--- config.mk ---
export PLATFORM = sky130hd
export DESIGN_NAME = imem_arbiter
export DESIGN_NICKNAME = d
export VERILOG_FILES = /design/src/rtl/imem_arbiter.sv
export SDC_FILE = /design/constraint.sdc
export NUM_CORES = 1
export LEC_CHECK = 0
export ABC_AREA = 1
export CORE_AREA = 2 2 104 106
export CTS_CLUSTER_SIZE = 10
export DETAILED_ROUTE_END_ITERATION = 10
export DIE_AREA = 0 0 106 108
export GPL_ROUTABILITY_DRIVEN = 0
export SKIP_CTS_REPAIR_TIMING = 1
export SLEW_MARGIN = 20
export SYNTH_ARGS = -nofsm -noshare
export SYNTH_HDL_FRONTEND = slang
export SYNTH_SLANG_ARGS = --single-unit
--- constraint.sdc ---
create_clock -name clk -period 1 [get_ports clk]
set_input_delay 0.2 -clock clk [delete_from_list [all_inputs] [get_ports clk]]
set_output_delay 0.2 -clock clk [all_outputs]
set_load 0.005 [all_outputs]
--- src/rtl/imem_arbiter.sv ---
// imem_arbiter: single-port instruction-memory arbiter shared by the fetch
// stage and the program loader. Grants one requester per cycle, drives the
// synchronous memory port and returns read data one cycle after the grant.
// Build option: define IMEM_ARB_FAIRNESS_EN to bound the number of
// consecutive loader grants while fetch is waiting (MAX_LOAD_BURST).
module imem_arbiter #(
    parameter int unsigned ADDR_W         = 32,
    parameter int unsigned DATA_W         = 32,
    parameter int unsigned MAX_LOAD_BURST = 8
) (
    input  logic              clk,
    input  logic              rst,
    input  logic              f_req,
    input  logic [ADDR_W-1:0] f_addr,
    output logic [DATA_W-1:0] f_rdata,
    output logic              f_valid,
    output logic              StallF,
    input  logic              l_req,
    input  logic              l_we,
    input  logic [ADDR_W-1:0] l_addr,
    input  logic [DATA_W-1:0] l_wdata,
    output logic              l_gnt,
    output logic [DATA_W-1:0] l_rdata,
    output logic              l_valid,
    output logic              m_en,
    output logic              m_we,
    output logic [ADDR_W-1:0] m_addr,
    output logic [DATA_W-1:0] m_wdata,
    input  logic [DATA_W-1:0] m_rdata
);

    // State records which requester (if any) has a read in flight.
    typedef enum logic [1:0] {
        IDLE = 2'd0,
        F_RD = 2'd1,
        L_RD = 2'd2
    } state_t;

    state_t state;
    state_t state_nxt;
    logic   fetch_grant;
    logic   load_grant;
    logic   fair_override;

`ifdef IMEM_ARB_FAIRNESS_EN
    logic [7:0] burst_cnt;

    // Fetch takes the port once the loader has used up its burst allowance.
    always_comb begin
        fair_override = f_req && (burst_cnt >= 8'(MAX_LOAD_BURST));
    end

    // Count consecutive loader grants made while fetch is waiting.
    always_ff @(posedge clk or posedge rst) begin
        if (rst) begin
            burst_cnt <= '0;
        end else if (!f_req || fetch_grant) begin
            burst_cnt <= '0;
        end else if (load_grant) begin
            burst_cnt <= burst_cnt + 8'd1;
        end
    end
`else
    logic unused_burst_cfg;

    // Strict loader priority: no override, burst limit has no effect.
    always_comb begin
        fair_override    = 1'b0;
        unused_burst_cfg = |8'(MAX_LOAD_BURST);
    end
`endif

    // Same-cycle arbitration and memory port drive.
    always_comb begin
        load_grant  = l_req && !fair_override;
        fetch_grant = f_req && !load_grant;
        l_gnt       = load_grant;
        StallF      = f_req && !fetch_grant;
        m_en        = 1'b0;
        m_we        = 1'b0;
        m_addr      = '0;
        m_wdata     = '0;
        if (load_grant) begin
            m_en    = 1'b1;
            m_we    = l_we;
            m_addr  = l_addr;
            m_wdata = l_wdata;
        end else if (fetch_grant) begin
            m_en   = 1'b1;
            m_addr = f_addr;
        end
    end

    // Next owner follows this cycle's grant; writes return nothing.
    always_comb begin
        state_nxt = IDLE;
        if (load_grant && !l_we) begin
            state_nxt = L_RD;
        end else if (fetch_grant) begin
            state_nxt = F_RD;
        end
    end

    // Owner state register; reset discards any outstanding response.
    always_ff @(posedge clk or posedge rst) begin
        if (rst) begin
            state <= IDLE;
        end else begin
            state <= state_nxt;
        end
    end

    // Route returning read data to whoever issued last cycle's read.
    always_comb begin
        f_valid = (state == F_RD);
        l_valid = (state == L_RD);
        f_rdata = f_valid ? m_rdata : '0;
        l_rdata = l_valid ? m_rdata : '0;
    end

endmodule

* Word level (Yosys, flattened, before mapping) *
Index checks and enable logic that the tools add are counted.

storage, ports and cells
  flip-flop bits (word level) = 2
  logic and storage cells = 19
  RAM bits = 0
  bits in read-only memories = 0
  bits in latches = 0
  input port bits = 133
  memories kept = 0

operators by class
  div/mod/pow operators = 0
  muxes and demuxes = 10
  multipliers = 0
  order comparisons = 0
  bitwise logic cells = 0
  eq/ne operators = 2
  $add $sub $neg = 0
  shifts and indexed selects = 0
  reductions and logical operators = 6

operators by type and width
  cell                  count
  $mux W32              5
  $mux W1               4
  $logic_and A1 B1 Y1   3
  $logic_not A1 Y1      3
  $eq A2 B1 Y1 const B  1
  $eq A2 B2 Y1 const B  1
  $mux W2               1

* Longest topological paths before layout *
  word-level depth = 4
  gate-level depth with buffers = 5
  mapped depth without buffers = 3

* Least setup slack after synthesis *
No wires, ideal clock.

  path kind = flip-flop to output port
  start point = register state[1]
  end point = output port f_rdata[22]
  cell stages (with the launch flop) = 5
  arrival = 0.773 ns
  path buffers = 1
  path slack = 0.027 ns
  required time = 0.800 ns
  path through = dfrtp_1 -> inv_1 -> nand2_1 -> buf_2 -> nor2_1

between the ends
  word-level cells in the longest chain between the ends = 2

RTL lines
  element                 RTL line  text
  from (decl)             39        state_t state;
  from (signal assigned)  109       state <= state_nxt;
  $eq A2 B1 Y1            115       f_valid = (state == F_RD);
  $mux W32                117       f_rdata = f_valid ? m_rdata : '0;
  to (decl)               15        output logic [DATA_W-1:0] f_rdata,

No other way between the ends.

* Final worst setup path *
  start point = register state[1]
  end point = output port f_rdata[28]

Same word-level chain as after synthesis.

==> Flow_metrics.wiki <==
{| class="wikitable"
! Metric !! Value
|-
| Outcome || complete, but fails checks
|-
| Violations in the final reports || negative setup slack
|-
| Synth area leaders || nand2_1 30%, inv_1 21%, nor2_1 19%
|-
| Part of the Yosys area used for sequential elements || 3.94%
|-
| Site Rows || 37
|-
| Post-synthesis instance area || 1270 sq um
|-
| Starting DRC count in detailed routing || 104
|-
| Utilization after layout || 45.3%
|-
| Detail Route Antenna Nets || 0
|-
| DR WL/cell || 14.0 um
|-
| Startpoint type of the worst setup path || flip-flop
|-
| Port buffer count || 266
|-
| Predominant post-synthesis flop cell || dfrtp_1
|-
| Synthesized area per cell || 4.29 sq um
|-
| Worst setup path class || flip-flop to output port
|-
| Post-synthesis cell count || 296
|-
| Unrepaired setup endpoints after global routing || true
|-
| Total Die Area || 11,400 sq um
|-
| Total CTS buffers || 3
|-
| VDD IR max || 0.250 mV
|-
| Core outline area || 10,200 sq um
|-
| Starting utilization of the core area || 12.4%
|-
| Worst rel slew slack || 88.2%
|-
| Distinct cells, synth || 10
|-
| Iteration count of the initial detailed-routing pass || 6
|-
| DR vias/cell || 3.97
|-
| Setup-failing EPs final || 95
|-
| Pre-CTS WS || -0.819 ns
|-
| Tot GR Track Use || 12.8%
|-
| Worst path required time || 0.80 ns
|-
| Max-slew violation total from the final report || 0
|-
| Actual slew at the worst max-slew pin || 0.177 ns
|-
| Maximum Capacitance Violations || 0
|-
| Biggest registers after layout || state (2)
|-
| Static Leak || 0.00313 uW
|-
| Global-route wire length before repair || 11.9 mm
|-
| Ant diodes || 0
|-
| Largest fanout of any net on the critical path || 6
|-
| Arrival time of data at the critical path endpoint || 1.25 ns
|-
| GRT Residual Overflow || 0
|-
| Height of the chip || 108 um
|-
| Post-synthesis async set-or-reset flop share || 100%
|-
| Post-Route Hold Slack || 0.158 ns
|-
| Number of H-tree levels || 1
|-
| Area share of the largest cell type after synthesis || 29.9%
|-
| Final layout net count || 727
|-
| Number of flops mapped to enable cells by yosys || 0
|-
| Synth cell count leaders || 101 x nand2_1, 72 x inv_1, 65 x nor2_1
|-
| Area growth syn-to-layout || 265%
|-
| PnR worst setup slack || -0.452 ns
|-
| Final standard cell area without fillers || 4640 sq um
|-
| Largest Register || state
|-
| Post-route fraction of the period consumed by the critical path || 145%
|-
| Post-place instance area || 4090 sq um
|-
| Clock net sink count || 2
|-
| Maximum number of pins on one net before global-route repair || 46
|-
| Root Driver || clkbuf_8
|-
| Routed vias || 2,888
|-
| Antenna violations before repair || 0
|-
| Remaining routing DRC violations || 0
|-
| Clk slew on worst S/H paths || 0.03 ns
|-
| TritonCTS clock tree || built
|-
| Final Power || 2090 uW
|-
| I/O pin total || 267
|-
| Number of inserted filler cells in the final layout || 1,044
|-
| Fraction of final layout cells with drive strength greater than 1 || 47.5%
|-
| Pwr/cell area || 450 nW/um^2
|-
| Most frequently used cell type in the post-synthesis netlist || nand2_1
|-
| Net count after synthesis || 429
|-
| Die X-Extent || 106 um
|-
| Detailed-route wire length || 10.2 mm
|-
| Timing-limited maximum frequency || 689 MHz
|-
| Hold/Removal Path Class || primary input to async pin
|-
| Cell accounting for the most synthesized area || nand2_1
|-
| Clock period minus worst slack || 1.45 ns
|-
| Type of element capturing the critical path || output port
|-
| Total of flip-flops plus latches after synthesis || 2
|-
| Final hold violation count || 0
|-
| Max reg flops || 2
|-
| Via count of the first global-routing pass || 2,466
|-
| Clock tree buffer depth || 2
|-
| Count of warnings emitted by yosys || 0
|-
| Post-DP HPWL || 6.94 mm
|}
[layer usage]
layer | track usage (%) | routed length [um]
met3 | 4.88 | 961
met5 | 0 | 0
met1 | 13.2 | 3620
met4 | 0.564 | 0
met2 | 25.8 | 5640
[worst max-delay path: stages, from the launching register on]
cell and delay (ns):
dfrtp_1 0.39, inv_1 0.08, nand2_2 0.08, clkbuf_16 0.18, buf_8 0.12, nor2_4 0.08
buf_2 0.11
[cell families after synthesis]
group                  after synthesis  synth area share [%]
DFF                                  2                  3.94
buffers and inverters               95                  33.9
and+or+nand+nor                    199                  62.2
[through the flow]
| stage | TNS, ns | std cells |
|---|---|---|
| 6_report | -30.04 | 728 |
| 5_1_grt | -35.21 | 728 |
| 4_1_cts | -88.40 | 689 |
| 3_5_place_dp | -75.52 | 686 |
| 3_3_place_gp | -74.79 | 686 |
| 2_1_floorplan | 0 | 296 |
[worst max-delay path by stage]
stage	endpoint	slack, ns	start	depth (start not counted)
after floorplan	f_rdata[22]	0.03	state[1]$_DFF_PP0_	4
after global placement	m_addr[15]	-0.82	f_req	5
after detailed placement	m_addr[15]	-0.82	f_req	5
after CTS	m_addr[15]	-0.83	f_req	5
after global routing	f_rdata[28]	-0.53	state[1]$_DFF_PP0_	6
final	f_rdata[28]	-0.45	state[1]$_DFF_PP0_	6
[layout make-up]
type                       count  area, sq um  area share [%]
clock buffer                   3         41.3           0.890
sequential                     2         50.0            1.08
timing repair buffer         315         2910            62.6
tap                          136          170            3.67
multi-input combinational    199         1180            25.5
inverter                      73          287            6.18
[cell usage in the layout, fill, tap and decap left out, types with 6 or more instances in the layout]
cell type	instances
buf_8	6
clkdlybuf4s50_1	73
buf_4	13
nor2_1	10
clkbuf_16	9
nand2_2	6
inv_1	70
buf_12	9
clkbuf_2	39
nand3_2	29
nor2_4	18
nand2_1	94
nor2_2	38
buf_2	89
dlymetal6s2s_1	59
buf_6	18
[power breakdown]
group / internal [uW] / switching [uW] / total [uW]
combinational: 995 / 689 / 1680
clock: 254 / 58.1 / 312
sequential: 85.8 / 3.84 / 89.7
Note: power is estimated with default switching activity, not from simulation.
